===== config.mk =====
export PLATFORM = sky130hd
export DESIGN_NAME = pid_profile_loader
export DESIGN_NICKNAME = d
export VERILOG_FILES = /design/src/rtl/pid_profile_pkg.sv /design/src/rtl/pid_profile_loader_axil_single_transfer.sv /design/src/rtl/pid_profile_loader.sv
export SDC_FILE = /design/constraint.sdc
export NUM_CORES = 1
export LEC_CHECK = 0
export ABC_AREA = 1
export CORE_MARGIN = 2
export CORE_UTILIZATION = 29
export CTS_CLUSTER_DIAMETER = 200
export DETAILED_ROUTE_END_ITERATION = 6
export GPL_TIMING_DRIVEN = 0
export PLACE_DENSITY_LB_ADDON = 0.2
export SYNTH_ARGS = -nofsm -noshare
export SYNTH_HDL_FRONTEND = slang
export SYNTH_SLANG_ARGS = --single-unit

===== constraint.sdc =====
create_clock -name clock -period 1.3 [get_ports clock]
set_clock_uncertainty 0.1 [all_clocks]
set_input_delay 0.13 -clock clock [delete_from_list [all_inputs] [get_ports clock]]
set_output_delay 0.13 -clock clock [all_outputs]
set_load 0.005 [all_outputs]

===== src/rtl/pid_profile_pkg.sv =====
// Shared types and constants for the PID profile loader (PID_PROFILE_READBACK_EN adds readback).
// Pure definitions: no latency, no flow control.
package pid_profile_pkg;

   typedef enum logic [2:0] {
      IDLE    = 3'd0,
      WR_REQ  = 3'd1,
      WR_RESP = 3'd2,
      RD_REQ  = 3'd3,
      RD_RESP = 3'd4,
      REPORT  = 3'd5
   } state_t;

   localparam int PID_N_REGS = 9;

   // Byte offsets of the nine PID registers, index 8 being the control register.
   localparam logic [PID_N_REGS-1:0][31:0] PID_REG_OFFSET = {
      32'h20, 32'h1C, 32'h18, 32'h14, 32'h10, 32'h0C, 32'h08, 32'h04, 32'h00
   };

   localparam int STATUS_IDX_LSB      = 0;
   localparam int STATUS_WR_ERR_LSB   = 8;
   localparam int STATUS_MISMATCH_LSB = 16;
   localparam int STATUS_REJECT_BIT   = 31;

   function automatic logic [7:0] sat_inc(input logic [7:0] v);
      return (v == 8'hFF) ? v : v + 8'd1;
   endfunction

   function automatic logic [31:0] pack_status(input logic reject, input logic [7:0] mismatch,
                                               input logic [7:0] wr_err, input logic [7:0] idx);
      logic [31:0] s;
      s = '0;
      s[STATUS_REJECT_BIT]                            = reject;
      s[STATUS_MISMATCH_LSB +: 8]                     = mismatch;
      s[STATUS_WR_ERR_LSB +: 8]                       = wr_err;
      s[STATUS_IDX_LSB +: 8]                          = idx;
      return s;
   endfunction

endpackage


===== src/rtl/pid_profile_loader_axil_single_transfer.sv =====
// One AXI-lite write (independent AW/W completion, then B) or read (AR, then R); the caller's FSM
// sequences phases. Combinational handshakes, waits indefinitely on the slave. PID_PROFILE_READBACK_EN enables AR/R.
module axil_single_transfer (
   input  logic        clock,
   input  logic        reset,
   input  logic        wr_req,
   input  logic        wr_resp,
   input  logic        rd_req,
   input  logic        rd_resp,
   input  logic [31:0] addr,
   input  logic [31:0] wdata,
   output logic        req_done,
   output logic        resp_done,
   output logic [1:0]  resp,
   output logic [31:0] rdata,
   output logic [31:0] axil_awaddr,
   output logic        axil_awvalid,
   input  logic        axil_awready,
   output logic [31:0] axil_wdata,
   output logic [3:0]  axil_wstrb,
   output logic        axil_wvalid,
   input  logic        axil_wready,
   input  logic [1:0]  axil_bresp,
   input  logic        axil_bvalid,
   output logic        axil_bready,
   output logic [31:0] axil_araddr,
   output logic        axil_arvalid,
   input  logic        axil_arready,
   input  logic [31:0] axil_rdata,
   input  logic [1:0]  axil_rresp,
   input  logic        axil_rvalid,
   output logic        axil_rready
);

   logic aw_done, w_done;
   logic aw_ok, w_ok, wr_done;

   assign axil_awaddr  = addr;
   assign axil_wdata   = wdata;
   assign axil_wstrb   = 4'hF;
   assign axil_awvalid = wr_req & ~aw_done;
   assign axil_wvalid  = wr_req & ~w_done;
   assign axil_bready  = wr_resp;

   // AW and W may complete in either order or together; remember whichever finished first.
   assign aw_ok   = aw_done | (axil_awvalid & axil_awready);
   assign w_ok    = w_done  | (axil_wvalid  & axil_wready);
   assign wr_done = wr_req & aw_ok & w_ok;

   always_ff @(posedge clock) begin
      if (!reset) begin
         aw_done <= 1'b0;
         w_done  <= 1'b0;
      end else if (wr_done) begin
         aw_done <= 1'b0;
         w_done  <= 1'b0;
      end else if (wr_req) begin
         aw_done <= aw_ok;
         w_done  <= w_ok;
      end
   end

`ifdef PID_PROFILE_READBACK_EN
   assign axil_araddr  = addr;
   assign axil_arvalid = rd_req;
   assign axil_rready  = rd_resp;
   assign req_done     = wr_done | (rd_req & axil_arready);
   assign resp_done    = (wr_resp & axil_bvalid) | (rd_resp & axil_rvalid);
   assign resp         = rd_resp ? axil_rresp : axil_bresp;
   assign rdata        = axil_rdata;
`else
   logic unused_rd;
   assign unused_rd    = ^{rd_req, rd_resp, axil_arready, axil_rdata, axil_rresp, axil_rvalid};
   assign axil_araddr  = 32'h0;
   assign axil_arvalid = 1'b0;
   assign axil_rready  = 1'b0;
   assign req_done     = wr_done;
   assign resp_done    = wr_resp & axil_bvalid;
   assign resp         = axil_bresp;
   assign rdata        = 32'h0;
`endif

endmodule


===== src/rtl/pid_profile_loader.sv =====
// Loads one of N_PROFILES nine-word gain sets into a PID over AXI-lite, reports on a status stream.
// Best case 18 cycles per load (36 with PID_PROFILE_READBACK_EN); index accepted only when idle.
module pid_profile_loader
   import pid_profile_pkg::*;
#(
   parameter logic [31:0] BASE_ADDRESS = 32'h0,
   parameter int          N_PROFILES   = 4,
   parameter logic [N_PROFILES-1:0][PID_N_REGS-1:0][31:0] PROFILES = '0
) (
   input  logic        clock,
   input  logic        reset,
   input  logic        profile_select_valid,
   output logic        profile_select_ready,
   input  logic [31:0] profile_select_data,
   output logic        status_valid,
   input  logic        status_ready,
   output logic [31:0] status_data,
   output logic [31:0] axil_awaddr,
   output logic        axil_awvalid,
   input  logic        axil_awready,
   output logic [31:0] axil_wdata,
   output logic [3:0]  axil_wstrb,
   output logic        axil_wvalid,
   input  logic        axil_wready,
   input  logic [1:0]  axil_bresp,
   input  logic        axil_bvalid,
   output logic        axil_bready,
   output logic [31:0] axil_araddr,
   output logic        axil_arvalid,
   input  logic        axil_arready,
   input  logic [31:0] axil_rdata,
   input  logic [1:0]  axil_rresp,
   input  logic        axil_rvalid,
   output logic        axil_rready,
   output logic        busy
);

   localparam int         IDX_W     = (N_PROFILES > 1) ? $clog2(N_PROFILES) : 1;
   localparam logic [8:0] N_PROF_U  = 9'(N_PROFILES);

   state_t      state, next_state;
   logic [7:0]  idx;
   logic [3:0]  cnt;
   logic        reject;
   logic [7:0]  wr_err;
   logic [7:0]  mismatch;

   logic        accept, in_range;
   logic        wr_req, wr_resp, rd_req, rd_resp;
   logic        req_done, resp_done;
   logic [1:0]  resp;
   logic [31:0] rdata;
   logic [31:0] addr, table_word;
   logic [IDX_W-1:0] idx_sel;

   assign accept     = profile_select_valid & profile_select_ready;
   assign in_range   = {1'b0, profile_select_data[7:0]} < N_PROF_U;
   assign idx_sel    = idx[IDX_W-1:0];
   assign table_word = PROFILES[idx_sel][cnt];
   assign addr       = BASE_ADDRESS + PID_REG_OFFSET[cnt];

   always_ff @(posedge clock) begin
      if (!reset) state <= IDLE;
      else        state <= next_state;
   end

   always_comb begin
      next_state = state;
      case (state)
         IDLE:    if (profile_select_valid) next_state = in_range ? WR_REQ : REPORT;
         WR_REQ:  if (req_done) next_state = WR_RESP;
         WR_RESP: if (resp_done) begin
`ifdef PID_PROFILE_READBACK_EN
            next_state = (cnt == 4'd0) ? RD_REQ : WR_REQ;
`else
            next_state = (cnt == 4'd0) ? REPORT : WR_REQ;
`endif
         end
`ifdef PID_PROFILE_READBACK_EN
         RD_REQ:  if (req_done) next_state = RD_RESP;
         RD_RESP: if (resp_done) next_state = (cnt == 4'd0) ? REPORT : RD_REQ;
`endif
         REPORT:  if (status_ready) next_state = IDLE;
         default: next_state = IDLE;
      endcase
   end

   always_comb begin
      profile_select_ready = (state == IDLE);
      busy                 = (state != IDLE);
      status_valid         = (state == REPORT);
      status_data          = 32'h0;
      if (state == REPORT) status_data = pack_status(reject, mismatch, wr_err, idx);
      wr_req  = (state == WR_REQ);
      wr_resp = (state == WR_RESP);
      rd_req  = (state == RD_REQ);
      rd_resp = (state == RD_RESP);
   end

   // Counter walks 8 down to 0 so the control register lands last; it reloads for the read pass.
   always_ff @(posedge clock) begin
      if (!reset) begin
         idx      <= 8'h0;
         cnt      <= 4'h0;
         reject   <= 1'b0;
         wr_err   <= 8'h0;
         mismatch <= 8'h0;
      end else begin
         if (state == IDLE && accept) begin
            idx      <= profile_select_data[7:0];
            cnt      <= 4'd8;
            reject   <= ~in_range;
            wr_err   <= 8'h0;
            mismatch <= 8'h0;
         end
         if (wr_resp && resp_done) begin
            if (resp != 2'b00) wr_err <= sat_inc(wr_err);
            cnt <= (cnt == 4'd0) ? 4'd8 : cnt - 4'd1;
         end
`ifdef PID_PROFILE_READBACK_EN
         if (rd_resp && resp_done) begin
            if (rdata != table_word || resp != 2'b00) mismatch <= sat_inc(mismatch);
            if (cnt != 4'd0) cnt <= cnt - 4'd1;
         end
`endif
      end
   end

`ifndef PID_PROFILE_READBACK_EN
   logic unused_rdata;
   assign unused_rdata = ^rdata;
`endif
   logic unused_sel;
   assign unused_sel = ^profile_select_data[31:8];

   axil_single_transfer u_xfer (
      .clock        (clock),
      .reset        (reset),
      .wr_req       (wr_req),
      .wr_resp      (wr_resp),
      .rd_req       (rd_req),
      .rd_resp      (rd_resp),
      .addr         (addr),
      .wdata        (table_word),
      .req_done     (req_done),
      .resp_done    (resp_done),
      .resp         (resp),
      .rdata        (rdata),
      .axil_awaddr  (axil_awaddr),
      .axil_awvalid (axil_awvalid),
      .axil_awready (axil_awready),
      .axil_wdata   (axil_wdata),
      .axil_wstrb   (axil_wstrb),
      .axil_wvalid  (axil_wvalid),
      .axil_wready  (axil_wready),
      .axil_bresp   (axil_bresp),
      .axil_bvalid  (axil_bvalid),
      .axil_bready  (axil_bready),
      .axil_araddr  (axil_araddr),
      .axil_arvalid (axil_arvalid),
      .axil_arready (axil_arready),
      .axil_rdata   (axil_rdata),
      .axil_rresp   (axil_rresp),
      .axil_rvalid  (axil_rvalid),
      .axil_rready  (axil_rready)
   );

endmodule


# Yosys cells after proc, flatten, opt, wreduce, memory -nomap -nowiden

Memory sizes are Yosys's and may differ from the RTL's. A register that Yosys moved wholly into a read port is not among the register bits.
Cells that the tools add are included.

Memories kept: 1
Output and inout bits: 140
Bits of input ports: 77
Flip-flop bits (word level): 26
ROM bits: 512
Word-level logic and storage cells: 67

Bitwise gates (word level): 14
Add/subtract/negate cells: 2
Reductions and logical operators: 9
Equal/unequal tests: 9
Magnitude comparators: 3
Muxes and demuxes: 22

Memory list:

| name             | words | width | rd ports | clocked after Yosys merged registers in | write ports | line                     | RTL |
|---|---|---|---|---|---|---|---|
| (name not given) | 16    | 32    | 1        | 1                                       | 0           | pid_profile_loader.sv:60 | `assign addr = BASE_ADDRESS + PID_REG_OFFSET[cnt];` |

Operator list:

| kind                                                                          | count |
|---|---|
| 288-bit binary-select mux with 2-bit select                                   | 1 |
| 288-bit two-way mux                                                           | 1 |
| 32-bit binary-select mux with 4-bit select                                    | 1 |
| 32-bit two-way mux                                                            | 3 |
| 8-bit two-way mux                                                             | 4 |
| 4-bit two-way mux                                                             | 5 |
| 3-bit two-way mux                                                             | 6 |
| 3-bit one-hot mux with 4 select lines                                         | 1 |
| 8-bit by 1-bit adder with 8-bit output (second input constant)                | 1 |
| 1-bit bitwise AND                                                             | 8 |
| 8-bit equality test (second input constant)                                   | 1 |
| 8-bit by 3-bit less-than comparator with 1-bit output (second input constant) | 1 |
| 2-bit inequality test (second input constant)                                 | 3 |
| 4-bit by 5-bit less-than comparator with 1-bit output (second input constant) | 1 |
| 4-bit zero test                                                               | 1 |
| 1-bit inverter                                                                | 4 |
| 4-bit AND reduction                                                           | 1 |
| 2-bit nonzero test                                                            | 2 |
| 4-bit by 1-bit subtractor with 4-bit output (second input constant)           | 1 |
| 3-bit by 1-bit equality test with 1-bit output (second input constant)        | 1 |
| 3-bit by 2-bit equality test with 1-bit output (second input constant)        | 1 |
| 3-bit equality test (second input constant)                                   | 1 |
| 3-bit zero test                                                               | 1 |
| 2-bit by 3-bit less-than comparator with 1-bit output (second input constant) | 1 |
| other kinds (6)                                                               | 8 |

# Depth between registers and ports, before layout

Gate-level depths: netlist (run 1).

Depth in word-level cells: 8
Depth in mapped cells: 10
Depth with buffers taken out: 10

# Hierarchy

A second synthesis (run 1) with hierarchy kept.

Cell total of the unflattened synthesis: 403
Area total of the unflattened synthesis: 2782.7 um^2

Modules (own cells, without submodules):

| module               | sequential area each (um^2) | instances | area an instance (um^2) | cells each |
|---|---|---|---|---|
| pid_profile_loader   | 560.5                       | 1         | 1632.8                  | 245 |
| axil_single_transfer | 40.0                        | 1         | 1149.9                  | 158 |

# Least setup slack after synthesis (run 1)

OpenSTA, ideal clock, no wires.

Path type: register to register
From: reg wr_err[0]
To: reg wr_err[2]
Clock period less this slack: 1.391 ns
Setup slack: -0.091 ns
Library setup time: 0.116 ns
Data required time: 1.084 ns
Stages on the path, launching flop included: 11
Path buffers: 0
Arrival: 1.175 ns
Cells stage by stage: dfxtp_1 ha_1 nand2_1 nor3_2 nand2_1 nand2_4 inv_2 nand2_1 nand2_1 nand2_1 nor2_2

Longest elaborated chain between the ends: 4
Elaborated cells on any way between the ends: 6
Classes of those cells: add/sub (1); eq/ne (2); mux (3)

RTL lines:

| element                                | line                      | RTL |
|---|---|---|
| start, declared                        | pid_profile_loader.sv:45  | `logic [7:0] wr_err;` |
| start signal, assigned                 | pid_profile_loader.sv:117 | `if (resp != 2'b00) wr_err <= sat_inc(wr_err);` |
| 8-bit by 1-bit adder with 8-bit output | pid_profile_pkg.sv:27     | `return (v == 8'hFF) ? v : v + 8'd1;` |
| 8-bit two-way mux                      | pid_profile_pkg.sv:27     |  |
| 8-bit two-way mux                      | pid_profile_loader.sv:117 |  |
| 8-bit two-way mux                      | pid_profile_loader.sv:116 | `if (wr_resp && resp_done) begin` |

Several ways; a longest one is shown, not always the timed one. The select of a mux whose other input is x is not followed.
A chain may end at the register's enable or synchronous reset.

# Worst setup path after layout (run 1)

From: reg state[1]
To: reg state[0]

Longest elaborated chain between the ends: 8
Elaborated cells on any way between the ends: 19
Classes of those cells: eq/ne (7); mux (1); bitwise (9); reduce/logical (2)

RTL lines:

| element                                        | line                                               | RTL |
|---|---|---|
| start, declared                                | pid_profile_loader.sv:41                           | `state_t state, next_state;` |
| start signal, assigned                         | pid_profile_loader.sv:64                           | `else state <= next_state;` |
| 3-bit by 1-bit equality test with 1-bit output | pid_profile_loader.sv:69, pid_profile_loader.sv:94 |  |
| 1-bit bitwise AND                              | pid_profile_loader_axil_single_transfer.sv:41      | `assign axil_awvalid = wr_req & ~aw_done;` |
| 1-bit bitwise AND                              | pid_profile_loader_axil_single_transfer.sv:46      | `assign aw_ok = aw_done \| (axil_awvalid & axil_awready);` |
| 1-bit OR                                       | pid_profile_loader_axil_single_transfer.sv:46      |  |
| 1-bit bitwise AND (2 in series)                | pid_profile_loader_axil_single_transfer.sv:48      | `assign wr_done = wr_req & aw_ok & w_ok;` |
| 2-bit inequality test (no line)                | --                                                 |  |
| 4-bit AND reduction (no line)                  | --                                                 |  |

Several ways; a longest one is shown, not always the timed one.

==> key figures, run 1 <==
Setup path
  – CP Launch Type: flip-flop
  – CP peak stage delay: ~0.36 ns
  – Worst EP arrival: 1.57 ns
  – CP max-delay cell: dfxtp_4
  – CP bufs+invs: 3
  – Crit Path Category: flip-flop to flip-flop
  – Crit-path cells: inv_4 > nand2_1 > nor2_4 > buf_4 > buf_6 > o211ai_4 > nand2_2 > nand2_1 > a21oi_1 > nor2_1
  – Critical-path maximum fanout: 4
  – Most used cell, CP: nand2_1
  – CP endpoint kind: flip-flop
  – Crit-path leading delay family: simple AND/OR/NAND/NOR gates
  – WP data required: 1.36 ns

Synth
  – Seq/Total Area, Yosys: 24.2%
  – Post-synthesis async set-or-reset flop share: 0%
  – Number of synthesized flops with an enable pin: 0
  – FF+latch count, synth: 30
  – Top_reg_cell synth: dfxtp_1
  – Mapped Cells: ~350
  – Post-Syn Area: 0.00249 mm²
  – Synth cell types: 36
  – Syn. warnings: 0
  – Post-Syn Area per Cell: 7.19 µm²

Pwr
  – Total power: 3.10 mW
  – Sequential Power Share: 33.4%
  – Comb pwr share: between 40 and 50%
  – Leakage: between 2 and 2.5 nW
  – Switching Share: 33.0%
  – Peak supply drop: roughly 0.33 mV
  – Int Pwr: ~2.1 mW
  – Pwr dens: 761 mW/mm²
  – Clock power frac: a little under a quarter
  – NetSw: 1.02 mW

Global route
  – Largest net degree at the start of global routing: 11
  – Initial antenna violation count: 0
  – Vias in the first global route: 1881
  – Grt ovf: 0
  – Global Route Usage Sum: 11.6%
  – Global-route wire length before repair: about 8500 µm

CTS
  – # clock sinks: 30
  – CTS tree: done
  – Clk_lat worst skew: approximately 0.28 ns
  – Clock buffer depth: 2
  – Clock Tree Root: clkbuf_8
  – Cts hold-fix bufs: 0
  – H-tree depth: 2
  – CTS clk-pin slew, worst paths: around 0.06 ns
  – Cts bufs inserted: 5

Layout
  – Sequential cell area: 621 µm²
  – Commonest non-fill, non-tap cell in the layout: buf_4
  – Share of cells above drive strength 1: around 50%
  – NumNets Final: 608
  – Multi-input gate area: 0.00156 mm²
  – Final core occ: 49.3%
  – Diodes inserted: 0
  – P&R area growth vs syn: 63.7%
  – Most frequent cells in the layout: buf_4, conb_1, inv_1
  – FILL cells: 828
  – Fin cells: 634

STA
  – Crit path time final: 1.51 ns
  – F_max: 0.664 GHz
  – Fin crit share: 116%
  – Final worst slack: -0.206 ns
  – Final Max Slew Viols: 0
  – WHS: 0.0743 ns
  – Fin. Hold Viols: 0
  – Final setup vio count: 50
  – RSZ-0062 raised after global routing: true

Drt
  – WL/cell: ~9.4 µm
  – Drc violations: 0
  – DR iter-0 viols: 44
  – DRT Pass-1 Iters: 4
  – Antenna-violating nets left: 0
  – Vias per cell: 3.57
  – Post-Route WL: around 6000 µm
  – Via Count: around 2300

Placed design
  – HPWL Detailed: 4210 µm
  – IO Port Bufs: 42
  – RePlAce Congestion: between 0.7 and 0.8
  – Dpl cells: about 600

Run status
  – Status: finished, violations left
  – Failing checks: negative setup slack

Floorplan
  – Placeable core area: roughly 0.0083 mm²
  – Starting Density: between 30% and 40%
  – Die area: 0.00933 mm²
  – Die W: 96.6 µm
  – Floorplan row count: 33
  – Io pins: 217
  – DIE HEIGHT: 96.6 µm

Flow run
  – Max Cap Viol: 0

Worst hold path
  – Min-Delay Path Class: primary input to flip-flop
[path summary, 6_finish.rpt]
path	from	to	slack, ns	cells past startpoint
worst min-delay path	reset	idx[4]	0.07	3
worst max-delay path	state[1]	state[0]	-0.21	10
worst max register to register	state[1]	state[0]	-0.21	10
worst min register to register	idx[5]	idx[5]	0.36	2
[power by group through the flow]
| stage | Sequential [mW] | Clock, mW | Combinational, mW |
|---|---|---|---|
| finish | 1.03 | 0.720 | 1.34 |
| global route | 1.04 | 0.786 | 1.47 |
| CTS | 1.03 | 0.745 | 1.14 |
| detailed placement | 1.05 | 0 | 0.867 |
| global placement | 1.05 | 0 | 0.858 |
| floorplan | 1.05 | 0 | 0.649 |
[synthesized netlist by cell type (all sizes together) (3+ instances only)]
| library cell | number | area share, % |
|---|---|---|
| nor3 | 3 | 1.0 |
| dfxtp | 30 | 24 |
| nand2 | 39 | 7.6 |
| nor2 | 50 | 9.2 |
| o21ai | 15 | 3.2 |
| inv | 42 | 6.3 |
| buf | 116 | 35 |
| a21oi | 19 | 3.8 |
| nand3 | 13 | 3.7 |
[repair_timing]
item,CTS,global route
cloned,1,1
pin swaps,12,7
endpoints found under the setup margin,55,52
buffers inserted,16,9
resized for setup,139,75
[cells by family (layout without fill, tap and decap cells)]
logic type	Yosys count	after routing	synth area share (%)
AO/OA/AOI/OAI	41	41	9.56
XOR/XNOR	1	1	0.352
adder cells (fa/ha/maj)	2	2	1.01
buffers and inverters	161	233	42.1
flip-flops	30	30	24.2
other	2	113	0.302
AND/OR/NAND/NOR	109	109	22.5
[per-layer routing]
metal	GRT usage [%]	vias to the layer above	wire, µm
met5	0	-	0
met4	3.17	0	55
met2	20.2	94	2910
met1	13.8	958	2430
met3	3.88	7	570
li1	-	1205	-
[flip-flops by register name, indices dropped and copies added (netlist names)]
register and cells:
idx 8, cnt 4, state 3, axil_awaddr 4
u_xfer.w_done 1, wr_err 8, u_xfer.aw_done 1, reject 1
[worst reg2reg max path: cells and delay by family, from the launching register on]
kind	cells	cell delay [ns]
DFF	1	0.36
AOI/OAI and AO/OA	2	0.22
and+or+nand+nor	5	0.42
buffers and inverters	3	0.29
[through the flow]
| stage | setup TNS (ns) | worst slack, ns | cell area [µm²] |
|---|---|---|---|
| detailed placement | -14.70 | -0.637 | 3490 |
| floorplan | -0.0948 | -0.0616 | 2940 |
| CTS | -6.55 | -0.188 | 3830 |
| global placement | -13.67 | -0.619 | 3490 |
| finish | -7.47 | -0.206 | 4070 |
| global route | -10.57 | -0.285 | 4070 |
[cell type report]
class                      count  area share, %
clock buffer                   5           1.69
clock inverter                 2          0.246
tap                          105           3.23
timing repair buffer          67           15.5
multi-input combinational    266           38.2
inverter                      43           4.15
buffer                       116           21.7
sequential                    30           15.3
(Power assumes the default switching activity.)
==> run 2: changes to the inputs <==
Settings changed: CORE_AREA from default to 2 2 84 86, CORE_MARGIN 2 to default, CORE_UTILIZATION 29 to default, DIE_AREA from default to 0 0 86 88, DONT_BUFFER_PORTS from default to 1.
==> key figures, run 2 (synthesis gave the netlist of run 1 again) <==
Global route
  – Global Route Usage Sum: 14.0% (+2.3 points)
  – Largest net degree at the start of global routing: 11 (unchanged)
  – Initial antenna violation count: 0 (unchanged)
  – Vias in the first global route: 1842 (-2.1%)
  – Grt ovf: 0 (unchanged)
  – Global-route wire length before repair: 8360 µm (-1.1%)

Layout
  – Final core occ: 56.7% (+7.4 points)
  – Commonest non-fill, non-tap cell in the layout: buf_4
  – Diodes inserted: 0 (unchanged)
  – Top flop regs: idx (8), wr_err (8)
  – NumNets Final: 572 (-5.9%)
  – Most frequent cells in the layout: buf_4, conb_1, inv_1
  – Share of cells above drive strength 1: 47.8% (-2.1 points)
  – Design Area, Final: 0.00376 mm² (-7.5%)
  – P&R area growth vs syn: 51.4%

Setup path
  – Worst EP arrival: 1.51 ns (-0.06 ns)
  – Crit Path Category: flip-flop to flip-flop
  – Most used cell, CP: nand2_1
  – CP peak stage delay: 0.38 ns (+0.02 ns)
  – CP Launch Type: flip-flop
  – CP endpoint kind: flip-flop
  – Critical-path maximum fanout: 4 (unchanged)
  – CP max-delay cell: dfxtp_4
  – Crit-path cells: ha_4 > nand2_4 > nor3_4 > nand2_2 > nand2_4 > inv_2 > nand2_1 > nand2_1 > nand2_1 > nor2_2
  – WP data required: 1.37 ns (about the same)

Drt
  – DRT Pass-1 Iters: 4 (unchanged)
  – Vias per cell: 3.74 (+4.6%)
  – Via Count: 2144 (-5.3%)
  – Antenna-violating nets left: 0 (unchanged)
  – Drc violations: 0 (unchanged)
  – Post-Route WL: 5820 µm (-2.6%)
  – DR iter-0 viols: 76 (+73%)
  – WL/cell: 10.1 µm (+7.6%)

CTS
  – CTS tree: done
  – Cts bufs inserted: 5 (unchanged)
  – CTS clk-pin slew, worst paths: 0.06 ns (about the same)
  – H-tree depth: 2 (unchanged)
  – Clock buffer depth: 2 (unchanged)
  – Clk_lat worst skew: 0.28 ns (about the same)
  – Clock Tree Root: clkbuf_8
  – # clock sinks: 30 (unchanged)

STA
  – RSZ-0062 raised after global routing: true
  – Setup tns final: -2.62 ns (+4.85 ns)
  – Final worst slack: -0.131 ns (+0.0746 ns)
  – WHS: 0.0511 ns (-0.0232 ns)
  – Final Max Slew Viols: 0 (unchanged)
  – Tightest Pin Transition: 0.502 ns
  – Final setup vio count: 45 (-10%)
  – Fin. Hold Viols: 0 (unchanged)
  – F_max: 0.699 GHz (+5.2%)
  – Fin crit share: 110% (-5.7 points)
  – Max transition margin: roughly 66%
  – Crit path time final: 1.43 ns (-0.0746 ns)

Floorplan
  – Die area: 0.00757 mm² (-19%)
  – Floorplan row count: 30 (-9.1%)
  – Io pins: 217 (unchanged)
  – Starting Density: 37.4% (+7.3 points)
  – DIE HEIGHT: 88 µm (-8.9%)
  – Die W: 86 µm (-11%)
  – Placeable core area: 0.00664 mm² (-20%)

Placed design
  – HPWL Detailed: 4100 µm (-2.7%)
  – Dpl cell area: 0.00304 mm² (-13%)
  – IO Port Bufs: 0 (-100%)
  – RePlAce Congestion: 0.758 (-4.4%)

Pwr
  – Peak supply drop: 0.386 mV (+17%)
  – Comb pwr share: 37.2% (-6.1 points)
  – Int Pwr: 1.97 mW (-5.1%)
  – Switching Share: 33.4% (+0.43 points)
  – Clock power frac: 27.0% (+3.7 points)
  – Pwr dens: 786 mW/mm² (+3.3%)
  – Sequential Power Share: 35.8% (+2.4 points)
  – Leakage: 1.99 nW (-8.1%)
  – NetSw: 990 µW (-3.2%)

Run status
  – Failing checks: negative setup slack
  – Status: finished, violations left

Flow run
  – Max Cap Viol: 0 (unchanged)

Worst hold path
  – Min-Delay Path Class: primary input to flip-flop
-- run 2: cell count changes in the layout (fill, tap and decap cells not counted), sizes merged --
| cell | change |
|---|---|
| clkbuf | +2 |
| clkdlybuf4s15 | -2 |
| dlygate4sd3 | +9 |
| inv | -1 |
| buf | -24 |
| dlygate4sd2 | -4 |
| clkdlybuf4s50 | -15 |
-- run 2: cell type report --
cell class / count / area [µm²]
inverter: 43 / 179
clock buffer: 7 / 86.3
timing repair buffer: 29 / 285
tap: 80 / 100
fill: 613 / 2880
sequential: 30 / 621
buffer: 118 / 917
multi-input combinational: 266 / 1570
clock inverter: 1 / 5.00
-- run 2: worst paths after layout --
kind | start | end | depth (start not counted) | slack, ns
worst max register to register | wr_err[0] | wr_err[2] | 10 | -0.13
worst max-delay path | wr_err[0] | wr_err[2] | 10 | -0.13
worst min register to register | idx[0] | idx[0] | 2 | 0.41
worst min-delay path | axil_wready | u_xfer.w_done | 3 | 0.05
-- run 2: metal layers --
metal	global-route usage [%]	vias up	wire length, µm
met3	6.13	6	708
met1	15.9	902	2260
met2	23.8	100	2800
met4	3.90	0	49
li1	-	1136	-
met5	0	-	0
-- run 2: power by group through the flow --
| stage | clock network [mW] | logic [mW] | registers, mW |
|---|---|---|---|
| after global placement | 0 | 0.724 | 1.05 |
| after CTS | 0.813 | 0.972 | 1.05 |
| after detailed placement | 0 | 0.732 | 1.06 |
| after global routing | 0.859 | 1.21 | 1.07 |
| final | 0.799 | 1.10 | 1.06 |
| after floorplan | 0 | 0.649 | 1.05 |
-- run 2: what timing repair did --
action | in CTS | in global routing
hold buffers | 9 | 0
gates resized for setup | 66 | 48
setup buffers | 15 | 4
endpoints found under the setup margin | 48 | 51
pin swaps | 12 | 13
hold endpoints to repair | 9 | 0
gates cloned | 1 | 1
-- run 2: stage by stage --
step	power, mW	std cells	setup WS [ns]
6_report	2.96	574	-0.131
3_3_place_gp	1.78	537	-0.243
5_1_grt	3.13	574	-0.219
3_5_place_dp	1.79	537	-0.263
2_1_floorplan	1.70	457	-0.0616
4_1_cts	2.83	570	-0.121
-- run 2: worst max-delay path, delay by kind of cell, from the launching register on --
kind	cells	cell delay [ns]
buffers and inverters	1	0.04
flip-flops	1	0.38
AND/OR/NAND/NOR	8	0.66
adder cells (fa/ha/maj)	1	0.15
